### config.mk
export PLATFORM = sky130hd
export DESIGN_NAME = usb_class_req_decoder
export DESIGN_NICKNAME = d
export VERILOG_FILES = /design/src/rtl/usb_ctrl_pkg.sv /design/src/rtl/usb_setup_capture.sv /design/src/rtl/usb_class_req_decoder.sv
export SDC_FILE = /design/constraint.sdc
export NUM_CORES = 1
export LEC_CHECK = 0
export ABC_AREA = 1
export ABC_CLOCK_PERIOD_IN_PS = 2500
export BUFFER_PORTS_ARGS = -buffer_cell sky130_fd_sc_hd__buf_2
export CORE_MARGIN = 2
export CORE_UTILIZATION = 50
export CTS_CLUSTER_DIAMETER = 60
export DETAILED_ROUTE_END_ITERATION = 8
export PLACE_DENSITY = 0.77
export SLEW_MARGIN = 40
export SYNTH_ARGS = -nofsm -noshare
export SYNTH_HDL_FRONTEND = slang
export SYNTH_SLANG_ARGS = --single-unit
### constraint.sdc
create_clock -name clk_i -period 2.5 [get_ports clk_i]
set_input_delay 0.25 -clock clk_i [delete_from_list [all_inputs] [get_ports clk_i]]
set_output_delay 0.25 -clock clk_i [all_outputs]
set_load 0.1 [all_outputs]
### src/rtl/usb_ctrl_pkg.sv
// Shared request codes, FSM state encoding and SETUP packet layout for EP0 class decoding.
// Latency: n/a (declarations only).
// Backpressure: n/a.
package usb_ctrl_pkg;

    localparam logic [7:0] REQ_MSD_RESET   = 8'hFF;
    localparam logic [7:0] REQ_GET_MAX_LUN = 8'hFE;
    localparam logic [7:0] REQ_SET_LC      = 8'h20;
    localparam logic [7:0] REQ_GET_LC      = 8'h21;
    localparam logic [7:0] REQ_SET_CLS     = 8'h22;

    localparam logic [7:0] RT_CLASS_OUT    = 8'h21;
    localparam logic [7:0] RT_CLASS_IN     = 8'hA1;

    typedef enum logic [2:0] {
        ST_IDLE,
        ST_SETUP_RX,
        ST_DECODE,
        ST_RSP_TX,
        ST_DATA_RX
    } state_t;

    typedef struct packed {
        logic [7:0]  bm_req_type;
        logic [7:0]  b_request;
        logic [15:0] w_value;
        logic [15:0] w_index;
        logic [15:0] w_length;
    } setup_pkt_t;

    // Line coding is 7 bytes; a host may ask for more or fewer.
    function automatic logic [2:0] min_len7(input logic [15:0] len);
        return (len > 16'd7) ? 3'd7 : len[2:0];
    endfunction

endpackage

### src/rtl/usb_setup_capture.sv
// Captures the 8 SETUP bytes by index; pkt_vld_o strobes when setup_i falls after all 8 arrived.
// Latency: bytes land one edge after rxval_i; pkt_vld_o is combinational on the setup_i fall.
// Backpressure: none; bytes past the 8th are dropped, the index saturates.
module usb_setup_capture (
    input  logic        clk_i,
    input  logic        rst_i,
    input  logic        start_i,
    input  logic        en_i,
    input  logic        setup_i,
    input  logic        rxval_i,
    input  logic [7:0]  rxdat_i,
    output logic [63:0] pkt_o,
    output logic        pkt_vld_o
);

    logic [7:0] byte_q [8];
    logic [2:0] cnt_q;
    logic       full_q;
    logic [2:0] idx;
    logic       take;

    // A start cycle restarts at index 0 so a byte arriving with the setup rise is not lost.
    always_comb begin
        idx  = start_i ? 3'd0 : cnt_q;
        take = (start_i | en_i) & setup_i & rxval_i & (start_i | ~full_q);
    end

    // Byte store and saturating index; full_q marks that byte 7 has been written.
    always_ff @(posedge clk_i) begin
        if (rst_i) begin
            cnt_q  <= 3'd0;
            full_q <= 1'b0;
            for (int i = 0; i < 8; i++) begin
                byte_q[i] <= 8'h00;
            end
        end else begin
            if (start_i) begin
                cnt_q  <= 3'd0;
                full_q <= 1'b0;
            end
            if (take) begin
                byte_q[idx] <= rxdat_i;
                if (idx == 3'd7) begin
                    full_q <= 1'b1;
                end else begin
                    cnt_q <= idx + 3'd1;
                end
            end
        end
    end

    assign pkt_o     = {byte_q[0], byte_q[1], byte_q[3], byte_q[2],
                        byte_q[5], byte_q[4], byte_q[7], byte_q[6]};
    assign pkt_vld_o = en_i & ~setup_i & full_q;

endmodule

### src/rtl/usb_class_req_decoder.sv
// Decodes MSD Bulk-Only and CDC-ACM class SETUP requests on EP0; drives responses, strobes, line state.
// Latency: strobes and first response push appear the cycle after DECODE (2 cycles after setup_i falls).
// Backpressure: rsp_tx_full_i stalls the response indefinitely without loss; a new SETUP aborts it.
module usb_class_req_decoder
    import usb_ctrl_pkg::*;
#(
    parameter logic [7:0]  MSD_IFACE    = 8'd0,
    parameter logic [7:0]  CDC_IFACE    = 8'd1,
    parameter logic [7:0]  MAX_LUN      = 8'd0,
    parameter logic [31:0] DEFAULT_BAUD = 32'd115200
) (
    input  logic        clk_i,
    input  logic        rst_i,
    input  logic        setup_i,
    input  logic        rxval_i,
    input  logic [7:0]  rxdat_i,
    output logic [7:0]  rsp_tx_dat_o,
    output logic        rsp_tx_ena_o,
    input  logic        rsp_tx_full_i,
    output logic        msd_rst_req_o,
    output logic        msd_get_max_lun_o,
    output logic        rsp_tx_err_o,
    output logic [55:0] cdc_line_coding_o,
    output logic        cdc_dtr_o,
    output logic        cdc_rts_o
);

    localparam logic [55:0] LC_RESET = {8'd8, 8'd0, 8'd0, DEFAULT_BAUD};

    state_t      state_q, state_d;
    logic [63:0] pkt_flat;
    setup_pkt_t  pkt;
    logic        pkt_vld, cap_start, cap_en;
    logic [55:0] rsp_sr_q, lc_q;
    logic [47:0] lc_shadow_q;
    logic [2:0]  rsp_cnt_q, data_cnt_q;
    logic        dtr_q, rts_q, rst_pulse_q, lun_pulse_q, err_pulse_q;
    logic        is_msd_rst, is_get_lun, is_get_lc, is_set_lc, is_set_cls;
    logic        push, data_take;
    logic        unused_bits;

    assign pkt         = setup_pkt_t'(pkt_flat);
    assign unused_bits = ^{pkt.w_value[15:2], pkt.w_index[15:8]};
    assign cap_start   = setup_i & ((state_q == ST_IDLE) | (state_q == ST_RSP_TX) | (state_q == ST_DATA_RX));
    assign cap_en      = (state_q == ST_SETUP_RX);

    usb_setup_capture u_cap (
        .clk_i     (clk_i),
        .rst_i     (rst_i),
        .start_i   (cap_start),
        .en_i      (cap_en),
        .setup_i   (setup_i),
        .rxval_i   (rxval_i),
        .rxdat_i   (rxdat_i),
        .pkt_o     (pkt_flat),
        .pkt_vld_o (pkt_vld)
    );

    // Request classification and per-cycle push/capture qualifiers.
    always_comb begin
        is_msd_rst = (pkt.bm_req_type == RT_CLASS_OUT) && (pkt.b_request == REQ_MSD_RESET)
                     && (pkt.w_index[7:0] == MSD_IFACE) && (pkt.w_length == 16'd0);
        is_get_lun = (pkt.bm_req_type == RT_CLASS_IN) && (pkt.b_request == REQ_GET_MAX_LUN)
                     && (pkt.w_index[7:0] == MSD_IFACE);
        is_get_lc  = (pkt.bm_req_type == RT_CLASS_IN) && (pkt.b_request == REQ_GET_LC)
                     && (pkt.w_index[7:0] == CDC_IFACE);
        is_set_lc  = (pkt.bm_req_type == RT_CLASS_OUT) && (pkt.b_request == REQ_SET_LC)
                     && (pkt.w_index[7:0] == CDC_IFACE);
        is_set_cls = (pkt.bm_req_type == RT_CLASS_OUT) && (pkt.b_request == REQ_SET_CLS)
                     && (pkt.w_index[7:0] == CDC_IFACE);
        // A new SETUP only lets the final byte through; earlier bytes are abandoned.
        push       = (state_q == ST_RSP_TX) && !rsp_tx_full_i && (!setup_i || (rsp_cnt_q == 3'd1));
        data_take  = (state_q == ST_DATA_RX) && rxval_i && !setup_i;
    end

    // Next-state logic.
    always_comb begin
        state_d = state_q;
        case (state_q)
            ST_IDLE:     if (setup_i) state_d = ST_SETUP_RX;
            ST_SETUP_RX: if (!setup_i) state_d = pkt_vld ? ST_DECODE : ST_IDLE;
            ST_DECODE: begin
                state_d = ST_IDLE;
                if (is_get_lun || (is_get_lc && (pkt.w_length != 16'd0))) state_d = ST_RSP_TX;
                else if (is_set_lc) state_d = ST_DATA_RX;
            end
            ST_RSP_TX: begin
                if (setup_i) state_d = ST_SETUP_RX;
                else if (push && (rsp_cnt_q == 3'd1)) state_d = ST_IDLE;
            end
            ST_DATA_RX: begin
                if (setup_i) state_d = ST_SETUP_RX;
                else if (data_take && (data_cnt_q == 3'd6)) state_d = ST_IDLE;
            end
            default:     state_d = ST_IDLE;
        endcase
    end

    // State register.
    always_ff @(posedge clk_i) begin
        if (rst_i) state_q <= ST_IDLE;
        else       state_q <= state_d;
    end

    // Response shifter, strobes, CDC line state and staged line-coding commit.
    always_ff @(posedge clk_i) begin
        if (rst_i) begin
            rsp_sr_q    <= '0;
            rsp_cnt_q   <= 3'd0;
            data_cnt_q  <= 3'd0;
            lc_shadow_q <= '0;
            lc_q        <= LC_RESET;
            dtr_q       <= 1'b0;
            rts_q       <= 1'b0;
            rst_pulse_q <= 1'b0;
            lun_pulse_q <= 1'b0;
            err_pulse_q <= 1'b0;
        end else begin
            rst_pulse_q <= 1'b0;
            lun_pulse_q <= 1'b0;
            err_pulse_q <= (state_q == ST_RSP_TX) && setup_i && !push;
            if (state_q == ST_DECODE) begin
                rst_pulse_q <= is_msd_rst;
                lun_pulse_q <= is_get_lun;
                data_cnt_q  <= 3'd0;
                if (is_get_lun) begin
                    rsp_sr_q  <= {48'd0, MAX_LUN};
                    rsp_cnt_q <= 3'd1;
                end else if (is_get_lc) begin
                    // Snapshot now so a later SET commit cannot alter bytes in flight.
                    rsp_sr_q  <= lc_q;
                    rsp_cnt_q <= min_len7(pkt.w_length);
                end
                if (is_set_cls) begin
                    dtr_q <= pkt.w_value[0];
                    rts_q <= pkt.w_value[1];
                end
            end
            if (push) begin
                rsp_sr_q <= {8'h00, rsp_sr_q[55:8]};
                if (rsp_cnt_q != 3'd0) rsp_cnt_q <= rsp_cnt_q - 3'd1;
            end
            if (data_take) begin
                if (data_cnt_q == 3'd6) begin
                    lc_q <= {rxdat_i, lc_shadow_q};
                end else begin
                    lc_shadow_q <= {rxdat_i, lc_shadow_q[47:8]};
                    data_cnt_q  <= data_cnt_q + 3'd1;
                end
            end
        end
    end

    assign rsp_tx_ena_o      = push;
    assign rsp_tx_dat_o      = push ? rsp_sr_q[7:0] : 8'h00;
    assign msd_rst_req_o     = rst_pulse_q;
    assign msd_get_max_lun_o = lun_pulse_q;
    assign rsp_tx_err_o      = err_pulse_q;
    assign cdc_line_coding_o = lc_q;
    assign cdc_dtr_o         = dtr_q;
    assign cdc_rts_o         = rts_q;

endmodule

==> run summary, run 1 <==
R2R Setup Slk - 0.24 ns
Vias in the first global route - 7,237
P&R area growth vs syn - 16.5%
CTS clk-pin slew, worst paths - 0.07 ns
Commonest non-fill, non-tap cell in the layout - nand2_1
Worst hold slack - 0.0689 ns
Min cycle time layout - 2.39 ns
Max VDD drop - 528 uV
Total gr overflow - 0
Hold depth - 3
Root Buffer - clkbuf_16
RR Startpoint - state_q[0]
Pwr/cell area - 688 nW/um^2
Seq pwr share - 50.7%
Post-DR vias/cell - 5.24
Clk_skew - 0.0242 ns
Diode count - 0
Mapped Avg Cell Area - 7.76 um^2
Mapped Area - 9010 um^2
Slew @ Worst Pin - 0.508 ns
Pins Over Slew Limit - 0
# DRC - 0
Comb power frac - 3.4%
Data arrival, critical path - 2.14 ns
Drt total wl - 21.6 mm
Max Cap Viol - 0
Clock Latency Late Sink - 0.51 ns
Layout Nets - 1,246
Die ar. - 19,100 um^2
Routed len/inst - 14.7 um
Netlist cell types - 33
Tot GR Track Use - 22.2%
RSZ-0062 raised after global routing - no
Filler instances - 1,584
Layout cells sized above 1 - 12.9%
Internal - 5.66 mW
Htree depth - 1
Reg area - 4820 um^2
Global-route wire length before repair - 35.5 mm
Most frequent cells in the layout - nand2_1, dfxtp_1, inv_1, o21ai_0, a21oi_1
Sw frac - 21.6%
CTS tree - built
Pwr Total - 7.22 mW
Largest net degree at the start of global routing - 102
Post-CTS Setup Repair Bufs - 0
WHS Endpoint - lc_shadow_q[47]
Syn. warnings - 0
GP Congestion - 0.871
Hold_buf cts - 0
Number of detailed-route iterations in the first pass - 5
Slew margin rel. - 66.4%
Clk pwr share - 45.9%
HP Class - input pin to flop
IO Port Bufs - 82
Yosys reg bits - 220
DIE HEIGHT - 138 um
Final Hold Vio Count - 0
Core area - 17,800 um^2
Worst R2R End - u_cap.byte_q[1][7]
Io pins - 83
Initial Util - 50.5%
Final setup viols - 0
Setup crit start kind - flop
Multi-input gate area - 3480 um^2
Setup TNS - 0 ns
Via Count - 7,709
Fmax - 419 MHz
Crit-path max FO - 41
Initial antenna violation count - 0
Crit end category - primary output
Die W - 138 um
Min-Delay Startpoint - rxdat_i[7]
Syn Nets - 1,180
Sw power - 1.56 mW
R2R cell count - 8
CTS buffer count - 22
Tcrit/Tclk final - 95.5%
Initial drt markers - 597
# rows - 49
Clock Path Buffers - 3
Post-Synthesis Cells - 1,161
Clk sink count - 220
CP required - 2.25 ns
Routed Antenna Nets - 0
Hpwl dp - 14.5 mm
Register area share after synthesis - 53.5%
Outcome - completed
Crit Path Category - flop to primary output
P_leak - 4.67 nW
==> critical path: stages (launching register included) <==
cell and delay [ns]:
dfxtp_1 0.41, inv_2 0.08, nor3_4 0.29, nand3_4 0.22, inv_4 0.18, buf_12 0.23, buf_12 0.20
==> registers in the layout, indices dropped and copies added, names as in the netlist, 3 cells and up <==
register           cells
cdc_line_coding_o     56
rsp_sr_q              56
lc_shadow_q           48
u_cap.byte_q          42
data_cnt_q             3
rsp_cnt_q              3
state_q                3
u_cap.cnt_q            3
==> timing repair <==
item                                   4_1_cts  5_1_grt
pin swaps                                    0        0
gates cloned                                 0        0
setup endpoints to repair                    9        8
resized for setup                            8        1
endpoints found under the hold margin        0        0
==> cell usage after synthesis <==
master,count,area (um^2)
a21oi_1,107,536
and3_1,1,6.26
buf_1,3,11.3
buf_2,18,90.1
buf_6,3,33.8
clkbuf_1,39,146
dfxtp_1,178,3560
edfxtp_1,42,1260
ha_1,6,75.1
inv_1,118,443
inv_2,5,18.8
nand2_1,314,1180
nand2_2,1,6.26
nand3_1,71,355
nand3_2,2,20.0
nand3b_1,1,7.51
nand4_1,10,62.6
nand4_4,2,42.5
nor2_1,93,349
nor2_2,3,18.8
nor2_4,1,11.3
nor3_1,10,50.1
nor3_2,1,10.0
nor3_4,1,16.3
nor3b_1,1,7.51
nor4_1,1,6.26
o211ai_1,8,60.1
o21ai_0,108,541
o21ai_1,3,15.0
o21ai_2,1,8.76
o221ai_1,1,8.76
o22ai_1,7,43.8
xor2_1,1,8.76
==> logic make-up after synthesis <==
kind of cell,Yosys count,synth area share [%]
compound gates,235,13.5
xor+xnor,1,0.0972
fa+ha+maj,6,0.833
buf+inv,186,8.25
flops,220,53.5
simple gates,513,23.8
==> how the worst max path moves through the flow <==
stage	startpoint	to	slack, ns	depth (start not counted)
after floorplan	state_q[0]	rsp_tx_dat_o[0]	0.003	5
after global placement	state_q[0]	rsp_tx_dat_o[5]	0.45	6
after detailed placement	state_q[0]	u_cap.byte_q[1][0]	0.34	8
after CTS	state_q[0]	rsp_tx_dat_o[6]	0.02	5
after global routing	state_q[0]	rsp_tx_ena_o	0.002	6
final	state_q[0]	rsp_tx_ena_o	0.11	6
==> per-stage QoR <==
step	setup WS, ns	utilization (%)	cell area, um^2	instances
floorplan	0.00279	-	9010	1161
global placement	0.452	54.6	9740	1432
detailed placement	0.340	54.6	9740	1432
CTS	0.0152	58.8	10500	1470
global route	0.00152	58.8	10500	1470
finish	0.112	58.8	10500	1470
==> power groups by stage <==
stage | logic [mW] | registers [mW] | clock network (mW)
finish | 0.245 | 3.66 | 3.31
global route | 0.272 | 3.66 | 3.50
CTS | 0.242 | 3.66 | 3.34
detailed placement | 0.240 | 3.74 | 0
global placement | 0.236 | 3.74 | 0
floorplan | 0.155 | 3.74 | 0
==> final cells by class <==
cell class,instances,share of cell area [%]
clock buffers,27,5.82
clock inverters,11,1.14
inverters,123,4.45
multi-input cells,755,33.1
flip-flops and latches,220,46.0
well taps,229,2.73
repair buffers,105,6.79
==> layer usage <==
metal,wire length (um),GRT usage (%),vias to the layer above
met2,10300,37.6,210
met4,367,5.64,0
met1,9900,30.2,3580
li1,-,-,3894
met3,1030,2.87,25
met5,0,0,-
Note: power is estimated with default switching activity, not from simulation.
==> run 2, diff against run 1 <==
- CELL_PAD_IN_SITES_DETAIL_PLACEMENT: default -> 2
- CELL_PAD_IN_SITES_GLOBAL_PLACEMENT: default -> 2
- CORE_UTILIZATION: 50 -> 35
- PLACE_DENSITY: 0.77 -> 0.87
==> run 2 against run 1 <==
Against the previous run:
- fmax decreased by 1.4%
- first-iteration DRC count is 8.5% higher
- combinational power is 21% higher
- critical path depth is 2 higher
- sequential power is essentially flat
- register-to-register slack got worse by 0.15 ns
- clock power is 14% higher
- die area increased by 42%
- largest cell class unchanged
- worst setup slack worse by 0.035 ns
- sequential share of layout area shrank 1.3 points
- wire length grew 64%
- hold slack got worse by 0.010 ns
==> run summary, run 2 (synthesis results as in run 1) <==
Root Buffer - clkbuf_16
Clock Latency Late Sink - 0.55 ns
P_leak - 4.71 nW
Hold_buf cts - 0
Setup ws final - 0.0766 ns
Initial drt markers - 648
Reg area - 4830 um^2
Routed Antenna Nets - 0
DIE HEIGHT - 164 um
M1 wire length - 15.5 mm
Die ar. - 27,000 um^2
RR Startpoint - state_q[2]
Most frequent cells in the layout - nand2_1, dfxtp_1, inv_1, o21ai_0, a21oi_1
Tot GR Track Use - 26.2%
CP required - 2.25 ns
Routed len/inst - 22.5 um
Max VDD drop - 438 uV
Core area - 25,300 um^2
Setup TNS - 0 ns
Min cycle time layout - 2.42 ns
Global-route wire length before repair - 54.6 mm
GP Congestion - 0.749
Filler instances - 2,834
WHS Endpoint - cdc_line_coding_o[50]
Met3 wire length - 1.33 mm
Final setup viols - 0
IO Port Bufs - 82
Largest net degree at the start of global routing - 102
P&R area growth vs syn - 19.9%
Worst R2R End - u_cap.byte_q[1][6]
Diode count - 0
Layout Nets - 1,244
Final Hold Vio Count - 0
# rows - 58
Outcome - completed
Pins Over Slew Limit - 0
CTS tree - built
Slew @ Worst Pin - 0.584 ns
Clk sink count - 220
Tcrit/Tclk final - 96.9%
Hold depth - 3
Hpwl dp - 20.3 mm
Max Used Layer - met4
Setup crit start kind - flop
Data arrival, critical path - 2.17 ns
Die W - 164 um
Clock Path Buffers - 3
# DRC - 0
Fmax - 413 MHz
CTS clk-pin slew, worst paths - 0.07 ns
Vias in the first global route - 9,202
Crit Path Category - flop to primary output
WL met2 - 17.6 mm
Io pins - 83
HP Class - input pin to flop
Placement Setup Slack - 0.133 ns
Total gr overflow - 0
Max Cap Viol - 0
Pwr/cell area - 718 nW/um^2
Number of detailed-route iterations in the first pass - 7
Slew margin rel. - 61.1%
CTS buffer count - 26
Crit end category - primary output
Multi-input gate area - 3510 um^2
R2R cell count - 8
Post-DR vias/cell - 5.39
Worst hold slack - 0.0590 ns
R2R Setup Slk - 0.09 ns
Min-Delay Startpoint - rxdat_i[2]
Via Count - 8,497
Clk_skew - 0.0203 ns
Layout cells sized above 1 - 13.5%
Htree depth - 1
Crit-path max FO - 26
Initial antenna violation count - 0
Initial Util - 35.7%
Commonest non-fill, non-tap cell in the layout - nand2_1
Core Util, Final - 42.8%
Drt total wl - 35.5 mm
-- run 2: cell types whose count changed in the layout (fill, tap and decap cells not counted), sizes merged --
cell,before,now
clkbuf,27,39
buf,105,98
bufinv,2,0
clkinvlp,1,2
-- run 2: repair_timing --
item,CTS,global route
setup buffers,1,1
setup endpoints to repair,49,52
pin swaps,2,2
gates resized for setup,17,10
cloned,0,1
-- run 2: how the worst max path moves through the flow --
stage,start,end,cells past startpoint
floorplan,state_q[0],rsp_tx_dat_o[0],5
global placement,state_q[0],u_cap.byte_q[1][1],8
detailed placement,state_q[0],u_cap.byte_q[0][7],8
CTS,state_q[0],u_cap.byte_q[0][4],9
global route,rsp_cnt_q[1],rsp_tx_ena_o,8
finish,rsp_cnt_q[1],rsp_tx_ena_o,8
-- run 2: metrics by stage --
step / area, um^2 / instances / total power, mW
finish: 10800 / 1575 / 7.75
global route: 10800 / 1575 / 7.97
CTS: 10700 / 1573 / 7.81
detailed placement: 9820 / 1524 / 4.01
global placement: 9820 / 1524 / 3.98
floorplan: 9010 / 1161 / 3.89
-- run 2: cell type report --
cell class,instances,share of cell area (%)
Multi-Input combinational cell,755,32.5
Clock buffer,38,7.19
Timing Repair Buffer,99,6.92
Tap cell,330,3.82
Inverter,123,4.30
Clock inverter,10,0.556
Sequential cell,220,44.7
-- run 2: layer usage --
metal / vias to the layer above / global-route usage, %
li1: 3886 / -
met2: 209 / 46.8
met5: - / 0
met1: 4333 / 33.1
met4: 0 / 8.38
met3: 69 / 2.89
-- run 2: critical path: stages, from the launching register on --
cell and delay [ns]:
dfxtp_1 0.33, inv_1 0.12, ha_1 0.18, nand2_1 0.13, nand2_2 0.14, nand3_4 0.14, inv_2 0.16, buf_12 0.21
buf_12 0.20
-- run 2: report_power, final --
group / internal [mW] / switching (mW) / total, mW / leakage (nW)
Clock: 2.16 / 1.62 / 3.78 / 0.406
Sequential: 3.65 / 0.0259 / 3.67 / 1.87
Combinational: 0.0692 / 0.228 / 0.297 / 2.44
Total: 5.87 / 1.88 / 7.75 / 4.71
==> run 3, diff against run 2 <==
- ABC_AREA: 1 -> default
- CORE_UTILIZATION: 35 -> 37
==> run 3 against run 2 <==
Against the previous run:
- die area is 7.6% lower
- final area is 0.67% higher
- sequential cell count stayed put
- sequential power hardly changed
- largest power group unchanged
- largest cell class unchanged
- clock power is 2% higher
- clock-buffer cell count is 3 lower
- the flow now finishes with violations (negative setup slack)
==> run summary, run 3 <==
Outcome - finished with violations
Violated checks - negative setup slack
Worst hold slack - 0.0673 ns
Register area share after synthesis - 54.9%
Most frequent cell after synthesis - nand2_1
Most instantiated cells after synthesis - nand2_1, dfxtp_1, a21oi_1
Placed cells - 1,304
Pwr/cell area - 708 nW/um^2
Max VDD drop - 406 uV
Slew @ Worst Pin - 0.613 ns
Routed Antenna Nets - 0
Fraction of registers with async set/reset - 0%
R2R Setup Slk - -0.30 ns
Setup crit start kind - flop
Crit path max-delay family - compound AO/OA/AOI/OAI gates
Final Hold Vio Count - 0
Clk sink count - 220
Hold depth - 3
Post-Synthesis Cells - 939
Crit-path max FO - 3
Clock Path Buffers - 3
HP Class - input pin to flop
Fmax - 357 MHz
Max Cap Viol - 0
CP required - 2.91 ns
Syn. warnings - 0
Total gr overflow - 0
Crit Path Category - flop to flop
Data arrival, critical path - 3.21 ns
Largest net degree at the start of global routing - 80
Mapped Area - 8790 um^2
CTS clk-pin slew, worst paths - 0.08 ns
Hold_buf cts - 0
Global-route wire length before repair - 53.2 mm
Hpwl dp - 19.4 mm
Post-DR vias/cell - 5.84
Layout Nets - 1,043
DIE HEIGHT - 158 um
P&R area growth vs syn - 23.7%
Filler instances - 2,418
# rows - 56
Diode count - 0
Initial Util - 37.6%
CP max stage delay - 0.49 ns
Drt total wl - 38.2 mm
Clk_skew - 0.0361 ns
Netlist cell types - 57
Critical path buffer and inverter count - 5
Vias in the first global route - 8,338
Most frequent cells in the layout - nand2_1, dfxtp_1, a21oi_1, and2_1, buf_2
Initial antenna violation count - 0
Commonest non-fill, non-tap cell in the layout - nand2_1
Io pins - 83
Synth top area share - 40.5%
Routed len/inst - 28.1 um
Most used cell, CP - buf_4
Syn Nets - 958
Root Buffer - clkbuf_16
Min-Delay Startpoint - rxdat_i[1]
Tot GR Track Use - 28.2%
WHS Endpoint - cdc_line_coding_o[49]
Pins Over Slew Limit - 0
Setup ws final - -0.297 ns
Synth Flop Type - dfxtp_1
RR Startpoint - rsp_cnt_q[1]
Pwr Total - 7.70 mW
Die W - 158 um
Slowest-stage cell, CP - or3b_2
# DRC - 0
Largest cells by area after synthesis - dfxtp_1, edfxtp_1, nand2_1
GP Congestion - 0.757
Number of detailed-route iterations in the first pass - 5
Die ar. - 25,000 um^2
Initial drt markers - 657
Crit end category - flop
Fin cells - 1,360
P_leak - 4.18 nW
CTS buffer count - 25
Core Util, Final - 46.5%
Area post-placement - 9820 um^2
Mapped Avg Cell Area - 9.36 um^2
Layout cells sized above 1 - 19.3%
Post-route cell area - 10,900 um^2
R2R cell count - 11
Tcrit/Tclk final - 112%
Slew margin rel. - 58.9%
Clock Latency Late Sink - 0.54 ns
Critical-path cell list - inv_2 > ha_2 > nor2b_2 > o211ai_1 > buf_4 > buf_4 > buf_12 > o41ai_4 > buf_4 > or3b_2 > a21oi_1
Htree depth - 1
Crit path depth - 11
Synth area leader - dfxtp_1
Min cycle time layout - 2.80 ns
Worst R2R End - rsp_sr_q[46]
IO Port Bufs - 82
Core area - 23,400 um^2
Via Count - 7,939
Yosys reg bits - 220
CTS tree - built
Final setup viols - 49
Post-synth EDFFs - 42
==> run 3: routing by layer <==
| metal | global-route usage (%) | vias to the layer above | wire [um] |
|---|---|---|---|
| li1 | - | 3419 | - |
| met1 | 34.5 | 4070 | 15000 |
| met2 | 50.1 | 335 | 19600 |
| met3 | 3.67 | 115 | 1860 |
| met4 | 11.4 | 0 | 1760 |
| met5 | 0 | - | 0 |
==> run 3: kinds of logic (layout without fill, tap and decap cells) <==
group,after synthesis,in the layout,synth area share [%]
DFF,220,220,54.9
adders and majority gates,6,6,0.854
muxes,2,2,0.228
AOI/OAI and AO/OA,202,202,15.7
and+or+nand+nor,440,440,25.0
buffers and inverters,69,171,3.33
==> run 3: how the worst max path moves through the flow <==
stage / start / to / slack, ns
floorplan: state_q[0] / rsp_tx_dat_o[0] / 0.08
global placement: u_cap.byte_q[0][1] / rsp_sr_q[37] / 0.11
detailed placement: u_cap.byte_q[0][3] / rsp_sr_q[36] / -0.32
CTS: rsp_cnt_q[1] / rsp_tx_dat_o[1] / -0.04
global route: rsp_cnt_q[1] / rsp_sr_q[46] / -0.25
finish: rsp_cnt_q[1] / rsp_sr_q[46] / -0.30
==> run 3: area by class of cell <==
type                    count  area [um^2]  area share, %
flip-flops and latches    220         4830           44.4
multi-input cells         650         3820           35.2
repair buffers            115          923           8.49
clock buffers              35          787           7.24
well taps                 319          399           3.67
clock inverters             9         61.3          0.564
inverters                  11         45.0          0.414
repair inverters            1         7.51         0.0690
==> run 3: report_power, final <==
part	switching, mW	total [mW]	internal, mW
combinational	0.130	0.172	0.0420
sequential	0.0300	3.67	3.64
clock	1.65	3.86	2.21
total	1.81	7.70	5.89
==> run 3: what timing repair did <==
action                                  in CTS  in global routing
endpoints found under the setup margin      82                 99
pin swaps                                    4                  8
gates cloned                                 1                  0
gates resized for setup                     12                 14
setup buffers                                7                  4
==> run 3: per-stage QoR <==
step                      TNS, ns  worst slack, ns
final                       -4.65           -0.297
after global routing        -6.13           -0.246
after CTS                  -0.192          -0.0391
after detailed placement    -6.22           -0.320
after global placement          0            0.109
after floorplan                 0           0.0849
==> run 3: worst min-delay path: stages <==
cell	delay [ns]
buf_2	0.17
nand2_1	0.08
a21oi_1	0.05
